**src/rtl/demux_sched_pkg.sv**
```systemverilog
// Shared types and constants for the 1x8 demux scheduler slice.
package demux_sched_pkg;

    localparam int N_CH = 8;

    localparam logic MODE_DIRECT = 1'b0;
    localparam logic MODE_SCAN   = 1'b1;

    typedef enum logic {
        IDLE = 1'b0,
        SEND = 1'b1
    } state_t;

endpackage

```
**src/rtl/demux_sched_1x8_if.sv**
```systemverilog
// Stream-side bundle between the producer/consumers and the scheduler.
interface demux_sched_1x8_if
    import demux_sched_pkg::*;
#(
    parameter int DW = 8
);
    logic               mode;
    logic [N_CH-1:0]    chan_en;
    logic               in_valid;
    logic               in_ready;
    logic [DW-1:0]      in_data;
    logic [2:0]         in_dest;
    logic [2:0]         sel;
    logic [N_CH-1:0]    out_valid;
    logic [DW-1:0]      out_data;
    logic [N_CH-1:0]    out_ready;
    logic               drop;
    logic [7:0]         drop_cnt;
    logic               busy;

    // Environment side: producer, consumers and configuration.
    modport master (
        output mode, chan_en, in_valid, in_data, in_dest, out_ready,
        input  in_ready, sel, out_valid, out_data, drop, drop_cnt, busy
    );

    // Scheduler side.
    modport slave (
        input  mode, chan_en, in_valid, in_data, in_dest, out_ready,
        output in_ready, sel, out_valid, out_data, drop, drop_cnt, busy
    );
endinterface

```
**src/rtl/demux_1x8.sv**
```systemverilog
// Existing 1-to-8 demux datapath: routes input i to the output picked by sel.
module demux_1x8 (
    input  logic       i,
    input  logic [2:0] sel,
    output logic [7:0] y
);
    // Route the single input bit to the selected output; all others low.
    always_comb begin
        // NOTE: every output of a combinational block gets a default first so no latch is inferred.
        y      = '0;
        y[sel] = i;
    end
endmodule

```
**src/rtl/demux_sched_1x8_rr_pick8.sv**
```systemverilog
// Round-robin picker: first set mask bit strictly after ptr, wrapping 7->0.
module rr_pick8 (
    input  logic [7:0] mask,
    input  logic [2:0] ptr,
    output logic [2:0] idx,
    output logic       found
);
    // Walk the eight positions ptr+1 .. ptr+8 (mod 8); the 3-bit sum wraps on its own.
    always_comb begin
        idx   = '0;
        found = 1'b0;
        for (int k = 1; k <= 8; k++) begin
            if (!found && mask[3'(ptr + 3'(k))]) begin
                found = 1'b1;
                idx   = 3'(ptr + 3'(k));
            end
        end
    end
endmodule

```
**src/rtl/demux_sched_1x8.sv**
```systemverilog
// Scheduler for a 1x8 demux: accepts one word, steers it to a DIRECT or
// round-robin SCAN target, holds it until accepted or timed out.
module demux_sched_1x8
    import demux_sched_pkg::*;
#(
    parameter int DW      = 8,
    parameter int TIMEOUT = 15
) (
    input  logic               clk,
    input  logic               rst_n,
    demux_sched_1x8_if.slave   bus
);
    localparam int WCW = $clog2(TIMEOUT + 1);

    state_t          state_q, state_d;
    logic [2:0]      sel_q;
    logic [2:0]      rr_ptr_q;
    logic [DW-1:0]   data_q;
    logic            mode_q;
    logic [WCW-1:0]  wait_q;
    logic            drop_q;
    logic [7:0]      drop_cnt_q;

    logic [2:0]      pick_idx;
    logic            pick_found;
    logic [2:0]      target;
    logic            legal;
    logic            capture;
    logic            deliver;
    logic            drop_d;

    rr_pick8 u_pick (
        .mask  (bus.chan_en),
        .ptr   (rr_ptr_q),
        .idx   (pick_idx),
        .found (pick_found)
    );

    // Target and its legality are judged against the inputs present at the handshake.
    assign target = (bus.mode == MODE_DIRECT) ? bus.in_dest : pick_idx;
    assign legal  = (bus.mode == MODE_DIRECT) ? bus.chan_en[bus.in_dest] : pick_found;

    // State register.
    always_ff @(posedge clk or negedge rst_n) begin
        if (!rst_n) begin
            state_q <= IDLE;
        end else begin
            // NOTE: sequential state uses non-blocking assignment so all flops update together.
            state_q <= state_d;
        end
    end

    // Next state plus the capture / delivery / drop decisions for this cycle.
    always_comb begin
        state_d = state_q;
        capture = 1'b0;
        deliver = 1'b0;
        drop_d  = 1'b0;
        case (state_q)
            IDLE: begin
                if (bus.in_valid) begin
                    if (legal) begin
                        capture = 1'b1;
                        state_d = SEND;
                    end else begin
                        drop_d  = 1'b1;
                    end
                end
            end
            SEND: begin
                if (bus.out_ready[sel_q]) begin
                    deliver = 1'b1;
                    state_d = IDLE;
                end else if (wait_q == WCW'(TIMEOUT - 1)) begin
                    drop_d  = 1'b1;
                    state_d = IDLE;
                end
            end
            default: state_d = IDLE;
        endcase
    end

    // Held word, its target, wait counter, round-robin pointer and drop bookkeeping.
    always_ff @(posedge clk or negedge rst_n) begin
        if (!rst_n) begin
            sel_q      <= '0;
            rr_ptr_q   <= 3'd7;
            data_q     <= '0;
            mode_q     <= MODE_DIRECT;
            wait_q     <= '0;
            drop_q     <= 1'b0;
            drop_cnt_q <= '0;
        end else begin
            if (capture) begin
                data_q <= bus.in_data;
                sel_q  <= target;
                mode_q <= bus.mode;
                wait_q <= '0;
            end else if (state_q == SEND) begin
                wait_q <= wait_q + WCW'(1);
            end
            // Only words captured in SCAN mode advance the round-robin pointer.
            if (deliver && mode_q == MODE_SCAN) begin
                rr_ptr_q <= sel_q;
            end
            drop_q <= drop_d;
            if (drop_d && drop_cnt_q != 8'hFF) begin
                drop_cnt_q <= drop_cnt_q + 8'd1;
            end
        end
    end

    demux_1x8 u_demux (
        .i   (state_q == SEND),
        .sel (sel_q),
        .y   (bus.out_valid)
    );

    assign bus.in_ready = (state_q == IDLE);
    assign bus.busy     = (state_q == SEND);
    assign bus.sel      = sel_q;
    assign bus.out_data = data_q;
    assign bus.drop     = drop_q;
    assign bus.drop_cnt = drop_cnt_q;

endmodule

```
**src/flat_wrapper.sv**
```systemverilog
// flat-port wrapper written by rule: the top's interface ports become plain ports
module demux_sched_1x8_flat import demux_sched_pkg::*;
#(
    parameter int DW      = 8,
    parameter int TIMEOUT = 15
)
  (clk, rst_n, bus_mode, bus_chan_en, bus_in_valid, bus_in_data, bus_in_dest, bus_out_ready, bus_in_ready, bus_sel, bus_out_valid, bus_out_data, bus_drop, bus_drop_cnt, bus_busy);
  demux_sched_1x8_if #(.DW(DW)) bus_i ();
  input  logic clk;
  input  logic rst_n;
  input wire logic [$bits(bus_i.mode)-1:0] bus_mode;
  input wire logic [$bits(bus_i.chan_en)-1:0] bus_chan_en;
  input wire logic [$bits(bus_i.in_valid)-1:0] bus_in_valid;
  input wire logic [$bits(bus_i.in_data)-1:0] bus_in_data;
  input wire logic [$bits(bus_i.in_dest)-1:0] bus_in_dest;
  input wire logic [$bits(bus_i.out_ready)-1:0] bus_out_ready;
  output wire logic [$bits(bus_i.in_ready)-1:0] bus_in_ready;
  output wire logic [$bits(bus_i.sel)-1:0] bus_sel;
  output wire logic [$bits(bus_i.out_valid)-1:0] bus_out_valid;
  output wire logic [$bits(bus_i.out_data)-1:0] bus_out_data;
  output wire logic [$bits(bus_i.drop)-1:0] bus_drop;
  output wire logic [$bits(bus_i.drop_cnt)-1:0] bus_drop_cnt;
  output wire logic [$bits(bus_i.busy)-1:0] bus_busy;
  assign bus_i.mode = bus_mode;
  assign bus_i.chan_en = bus_chan_en;
  assign bus_i.in_valid = bus_in_valid;
  assign bus_i.in_data = bus_in_data;
  assign bus_i.in_dest = bus_in_dest;
  assign bus_i.out_ready = bus_out_ready;
  assign bus_in_ready = bus_i.in_ready;
  assign bus_sel = bus_i.sel;
  assign bus_out_valid = bus_i.out_valid;
  assign bus_out_data = bus_i.out_data;
  assign bus_drop = bus_i.drop;
  assign bus_drop_cnt = bus_i.drop_cnt;
  assign bus_busy = bus_i.busy;
  demux_sched_1x8 #(.DW(DW), .TIMEOUT(TIMEOUT)) u_core (.clk(clk), .rst_n(rst_n), .bus(bus_i));
endmodule
```
**config.mk**
```make
export PLATFORM = sky130hd
export DESIGN_NAME = demux_sched_1x8_flat
export DESIGN_NICKNAME = d
export VERILOG_FILES = /design/src/rtl/demux_sched_pkg.sv /design/src/rtl/demux_sched_1x8_if.sv /design/src/rtl/demux_1x8.sv /design/src/rtl/demux_sched_1x8_rr_pick8.sv /design/src/rtl/demux_sched_1x8.sv /design/src/flat_wrapper.sv
export SDC_FILE = /design/constraint.sdc
export NUM_CORES = 1
export LEC_CHECK = 0
export ABC_AREA = 1
export CAP_MARGIN = 20
export CORE_MARGIN = 4
export CORE_UTILIZATION = 45
export DETAILED_ROUTE_END_ITERATION = 8
export GPL_ROUTABILITY_DRIVEN = 1
export GPL_TIMING_DRIVEN = 1
export PLACE_DENSITY = 0.77
export SLEW_MARGIN = 20
export SYNTH_ARGS = -nofsm -noshare
export SYNTH_HDL_FRONTEND = slang
export SYNTH_HIERARCHICAL = 1
export SYNTH_SLANG_ARGS = --single-unit
```
**constraint.sdc**
```tcl
create_clock -name clk -period 2.54 [get_ports clk]
set_input_delay 0.254 -clock clk [delete_from_list [all_inputs] [get_ports clk]]
set_output_delay 0.254 -clock clk [all_outputs]
set_load 0.1 [all_outputs]
```
==> results of run 1 <==
-- critical path, delay by kind of cell, from the launching register on --
family / cells / cell delay, ns
adder cells (fa/ha/maj): 1 / 0.30
buffers and inverters: 3 / 0.32
AND/OR/NAND/NOR: 12 / 1.29
flip-flops: 1 / 0.56
-- cell type report --
class	instances	share of cell area (%)
sequential	29	21.2
timing repair buffer	76	19.2
clock inverter	1	0.873
tap	70	2.55
clock buffer	7	2.51
inverter	46	5.31
multi-input combinational	282	48.4
-- placed cells by master, fill, tap and decap left out, types with 2 or more instances in the layout --
master           netlist  layout
a21oi_1                5       5
buf_4                  0      43
buf_6                  6       2
clkbuf_8               0       6
clkdlybuf4s50_1        0      30
dfrtp_1               26      26
dfstp_2                3       3
ha_1                   5       3
ha_4                   0       2
inv_1                 34      34
inv_2                 12       9
inv_4                  0       2
nand2_1              128     120
nand2_2                6      13
nand2_4                4       5
nand3_1               61      47
nand3_2               13      20
nand3_4                0       7
nand4_1                5       5
nor2_1                27      23
nor2_2                 2       5
nor2_4                 3       4
o21a_1                 3       3
o21ai_0                7       6
xnor2_1                2       2
-- final timing paths --
path                                                         start                                 end  slack [ns]  cells after the start
worst max-delay path                u_core/rr_ptr_q[1]$_DFFE_PN1P_  u_core/bus.drop_cnt[6]$_DFFE_PN0P_      -0.003                     16
worst min-delay path                                         rst_n  u_core/bus.drop_cnt[5]$_DFFE_PN0P_        0.35                      2
max in group asynchronous                                    rst_n      u_core/rr_ptr_q[0]$_DFFE_PN1P_        1.87                      2
worst min register to register  u_core/bus.out_data[3]$_DFFE_PN0P_  u_core/bus.out_data[3]$_DFFE_PN0P_        0.47                      2
min in group clk                u_core/bus.out_data[3]$_DFFE_PN0P_  u_core/bus.out_data[3]$_DFFE_PN0P_        0.47                      2
worst max register to register      u_core/rr_ptr_q[1]$_DFFE_PN1P_  u_core/bus.drop_cnt[6]$_DFFE_PN0P_      -0.003                     16
-- sequential cells by signal (all words and copies together), names as in the netlist --
register and flops:
u_core/bus.sel 3, u_core/bus.drop_cnt 8, u_core/wait_q 4, u_core/bus.busy 1, u_core/rr_ptr_q 3, u_core/bus.drop 1
u_core/mode_q 1, u_core/bus.out_data 8
-- through the flow --
step	std cells	worst slack (ns)	setup TNS (ns)	area, sq um
after floorplan	367	-0.274	-1.10	2510
after global placement	498	0.0852	0	3110
after detailed placement	498	0.0188	0	3110
after CTS	506	0.00711	0	3230
after global routing	511	-0.154	-1.97	3440
final	511	-0.00348	-0.00348	3440
-- per-layer routing --
| metal | wire length, microns | GRT usage (%) |
|---|---|---|
| met4 | 128 | 5.98 |
| met5 | 0 | 0 |
| met3 | 342 | 4.28 |
| met2 | 3440 | 33.5 |
| met1 | 2890 | 26.1 |
-- repair_timing --
item | 4_1_cts | 5_1_grt
resized for setup | 1 | 37
endpoints found under the setup margin | 2 | 26
pin swaps | 0 | 20
setup buffers | 0 | 5
-- cell families (layout without fill, tap and decap cells) --
| logic type | after synthesis | after routing | synth area share (%) |
|---|---|---|---|
| AO/OA/AOI/OAI | 20 | 20 | 5.25 |
| AND/OR/NAND/NOR | 252 | 252 | 49.0 |
| adder cells (fa/ha/maj) | 5 | 5 | 2.55 |
| flip-flops | 29 | 29 | 29.7 |
| XOR/XNOR | 5 | 5 | 2.86 |
| buffers and inverters | 56 | 130 | 10.6 |
==> impl_metrics.toml, run 1 <==
[outcome]
status = "finished, violations left"
violations = "setup timing"

[floorplanning]
rows = 26
start_util_pct = 47.1
fp.dieH_microns = 81.8
die_area_sq_mm = 0.00670
ios = 61
core_region_area_sq_mm = 0.00520
die_w_microns = 81.8

[grt]
grt_max_degree = 30
grt-ovfl-total = 0
grt_pass1_wl_mm = 10.7
grt_pass1_vias = 2359
grt_util_all_layers_pct = 20.1
antenna_found_initial = 0

[routing]
firstDrtPassIters = 4
ant_nets = 0
drcViolationCount = 0
drt_iter0_drc = 117
vias = 2614
totalWireLength_mm = 6.81
via_per_inst = 5.12
routedWlPerCell_microns = 13.3

[worst_setup_path]
crit_path_end_kind = "register"
critical-path-max-stage-delay_ns = 0.56
crit_fanout = 8
path_cells = "inv_4, ha_4, inv_6, nand3_4, nand3_4, nand2_4, nor2_4, nand4_4, nor2_4, nand3_2, nand2_2, nand4_1, nand2_2, buf_8, nand3_1, nand2_1"
cp.arrival_ns = 2.77
startpoint_type = "register"
required_ns = 2.76
crit_slowest_cell = "dfstp_2"
critPathKind = "reg -> reg"

[logic_synthesis]
avgSynthCellArea_sq_um = 6.69
synth_common_cells = "nand2_1 (128), nand3_1 (61), inv_1 (34), nor2_1 (27), dfrtp_1 (26)"
ys_seq_elements = 29
synthDominantAreaCellType = "dfrtp_1"
ys_warn_count = 6
ys_top_cells_by_area = "dfrtp_1 (27%), nand2_1 (20%), nand3_1 (12%), nand3_2 (5.3%), inv_1 (5.2%)"
ys_seq_area_share_pct = 29.7
synth_area_sq_mm = 0.00245
async_flop_share_pct = 100
yosysMostFrequentCell = "nand2_1"
synth-edff-count = 0
synth_nets = 403
ys_types = 31
synthFlopType = "dfrtp_1"
syn_inst = 367
netlist.area_leader.share_pct = 26.5

[sta]
finalSetupViolations = 1
final.setup_skew_ns = 0.00301
fin_crit_sh_pct = 100
holdWs_ns = 0.354
min_period_ns = 2.54
hold_viol = 0
layout_setup_ws_ns = -0.00348
drv_slew = 0
max_slew_margin_pct = 74.9
worstMarginPinSlew_ns = 0.376
fmax_ghz = 0.393
rsz0062_at_grt = "true"

[final_layout]
synthToLayoutAreaGrowth_pct = 40.2
diodes = 0
nFillCells = 437
regArea_sq_um = 729
nets = 476
drive_above_1_share_pct = 29.7
multi_input_area_sq_mm = 0.00166
fin_util_pct = 66.1

[clocking]
cts_tree = "built"
clkTransAtPathRegs_ns = 0.06
cts_buffer_depth = 2
clock_latency_ns = 0.28
cts_sinks = 29
root_buffer = "clkbuf_8"
htreeDepth = 2
cts_buffers = 5
cts_hold_buf = 0

[hold_path]
min_path_type = "in -> async"

[place]
place.gp.congestion = 1.02
dp_hpwl_mm = 5.01
port_buffers = 60

[flow_run]
cap_violations = 0
Power of run 1 is left out: the tool's default activity adds up to more than one toggle a clock period on the data nets, which glitch-free logic cannot reach.
==> run 2: changes to the inputs <==
Settings changed: CORE_MARGIN 4 to 2.
==> run 2 against run 1 <==
Net effect: the run still ends with setup timing left; sequential share of layout area is 0.13 points higher; register-to-register slack hardly changed; sequential cell count stayed put; critical endpoint is now u_core/bus.sel[1]$_DFFE_PN0P_.
==> impl_metrics.toml, run 2 (synthesis gave the netlist of run 1 again) <==
[outcome]
status = "finished, violations left"
violations = "setup timing"

[worst_setup_path]
startpoint_type = "register"
crit_path_end_kind = "register"
required_ns = 2.75
cp.arrival_ns = 2.76
crit_fanout = 7
r2r-start = "u_core/rr_ptr_q[1]$_DFFE_PN1P_"
critical-path-max-stage-delay_ns = 0.59
startpoint = "u_core/rr_ptr_q[1]$_DFFE_PN1P_"
crit_slowest_cell = "dfstp_2"
critPathKind = "reg -> reg"
path_cells = "inv_4, ha_4, inv_6, nand3_1, nand2_1, nand2_1, nand2_2, nand3_2, nor2_4, nand3_1, nor2_1, nor2_1, nand3_1, nand2_1, o21ai_0, nor2_1, a21oi_2"

[floorplanning]
ios = 61
die_area_sq_mm = 0.00606
core_region_area_sq_mm = 0.00517
rows = 26
die_w_microns = 77.8
fp.dieH_microns = 77.8
start_util_pct = 47.4

[place]
place.gp.congestion = 0.968
port_buffers = 60
dp_hpwl_mm = 4.87
dp.cells = 497

[grt]
antenna_found_initial = 0
grt_max_degree = 30
grt_pass1_wl_mm = 10.4
grt_util_all_layers_pct = 21.1
grt-ovfl-total = 0
grt_pass1_vias = 2342

[clocking]
root_buffer = "clkbuf_8"
clock_latency_ns = 0.28
htreeDepth = 2
cts_buffer_depth = 2
cts_buffers = 5
cts_tree = "built"
cts_sinks = 29
clkTransAtPathRegs_ns = 0.06

[final_layout]
final_cell_mix = "nand2_1 (123), nand3_1 (54), buf_4 (46), inv_1 (34), clkdlybuf4s50_1 (30)"
nFillCells = 447
nets = 481
final_common_cell = "nand2_1"
drive_above_1_share_pct = 28.7
instances_no_fill = 516
diodes = 0
synthToLayoutAreaGrowth_pct = 39.4

[sta]
final.setup_skew_ns = 0.00130
fmax_ghz = 0.393
min_period_ns = 2.54
finalSetupViolations = 1
drv_slew = 0
layout_setup_ws_ns = -0.00210
hold_viol = 0
rsz0062_at_grt = "true"
max_slew_margin_pct = 74.9
fin_crit_sh_pct = 100
worstMarginPinSlew_ns = 0.374

[hold_path]
min_path_type = "in -> async"

[routing]
firstDrtPassIters = 4
totalWireLength_mm = 6.74
routedWlPerCell_microns = 13.1
drcViolationCount = 0
drt_iter0_drc = 133
ant_nets = 0
vias = 2664
via_per_inst = 5.16

[flow_run]
cap_violations = 0
run 2: worst paths after layout:
kind	end	slack, ns	cells after the start
hold / removal	u_core/bus.drop$_DFF_PN0_	0.35	2
setup / recovery	u_core/bus.sel[1]$_DFFE_PN0P_	-0.002	17
hold reg to reg	u_core/bus.out_data[1]$_DFFE_PN0P_	0.48	2
max in group asynchronous	u_core/rr_ptr_q[0]$_DFFE_PN1P_	1.88	2
min in group clk	u_core/bus.out_data[1]$_DFFE_PN0P_	0.48	2
setup reg to reg	u_core/bus.sel[1]$_DFFE_PN0P_	-0.002	17
run 2: repair_timing:
action,in CTS,in global routing
pin swaps,0,12
setup buffers,0,11
hold endpoints to repair,0,0
hold buffers,0,0
gates resized for setup,1,27
setup endpoints to repair,4,26
run 2: cell type report:
class	count	area, sq um	share of cell area [%]
sequential	29	729	21.3
inverter	46	183	5.34
timing repair buffer	81	706	20.6
multi-input combinational	282	1600	46.7
clock inverter	1	30.0	0.878
tap	70	87.6	2.56
clock buffer	7	86.3	2.52
run 2: metal layers:
metal,GRT usage (%),part of all wire (%),up-vias
li1,-,-,1327
met1,26.6,44,1239
met2,36.5,50,88
met3,3.37,4.1,10
met4,7.50,1.5,0
met5,0,0,-
run 2: worst max-delay path, delay by kind of cell, from the launching register on:
family / cells / cell delay (ns)
flops: 1 / 0.59
buf+inv: 2 / 0.16
compound gates: 2 / 0.20
fa+ha+maj: 1 / 0.30
simple gates: 12 / 1.23
run 2: through the flow:
| step | worst slack, ns | cell area, sq um | util [%] | TNS (ns) | hold WS, ns |
|---|---|---|---|---|---|
| finish | -0.00210 | 3420 | 66.1 | -0.00210 | 0.353 |
| global route | -0.148 | 3420 | 66.1 | -1.15 | 0.402 |
| CTS | 0.00200 | 3220 | 62.3 | 0 | 0.358 |
| detailed placement | -0.00402 | 3100 | 60.0 | -0.00402 | 0.466 |
| global placement | 0.0658 | 3100 | 60.0 | 0 | 0.458 |
| floorplan | -0.274 | 2510 | - | -1.10 | -0.0416 |
Power of run 2 is left out for the same reason.
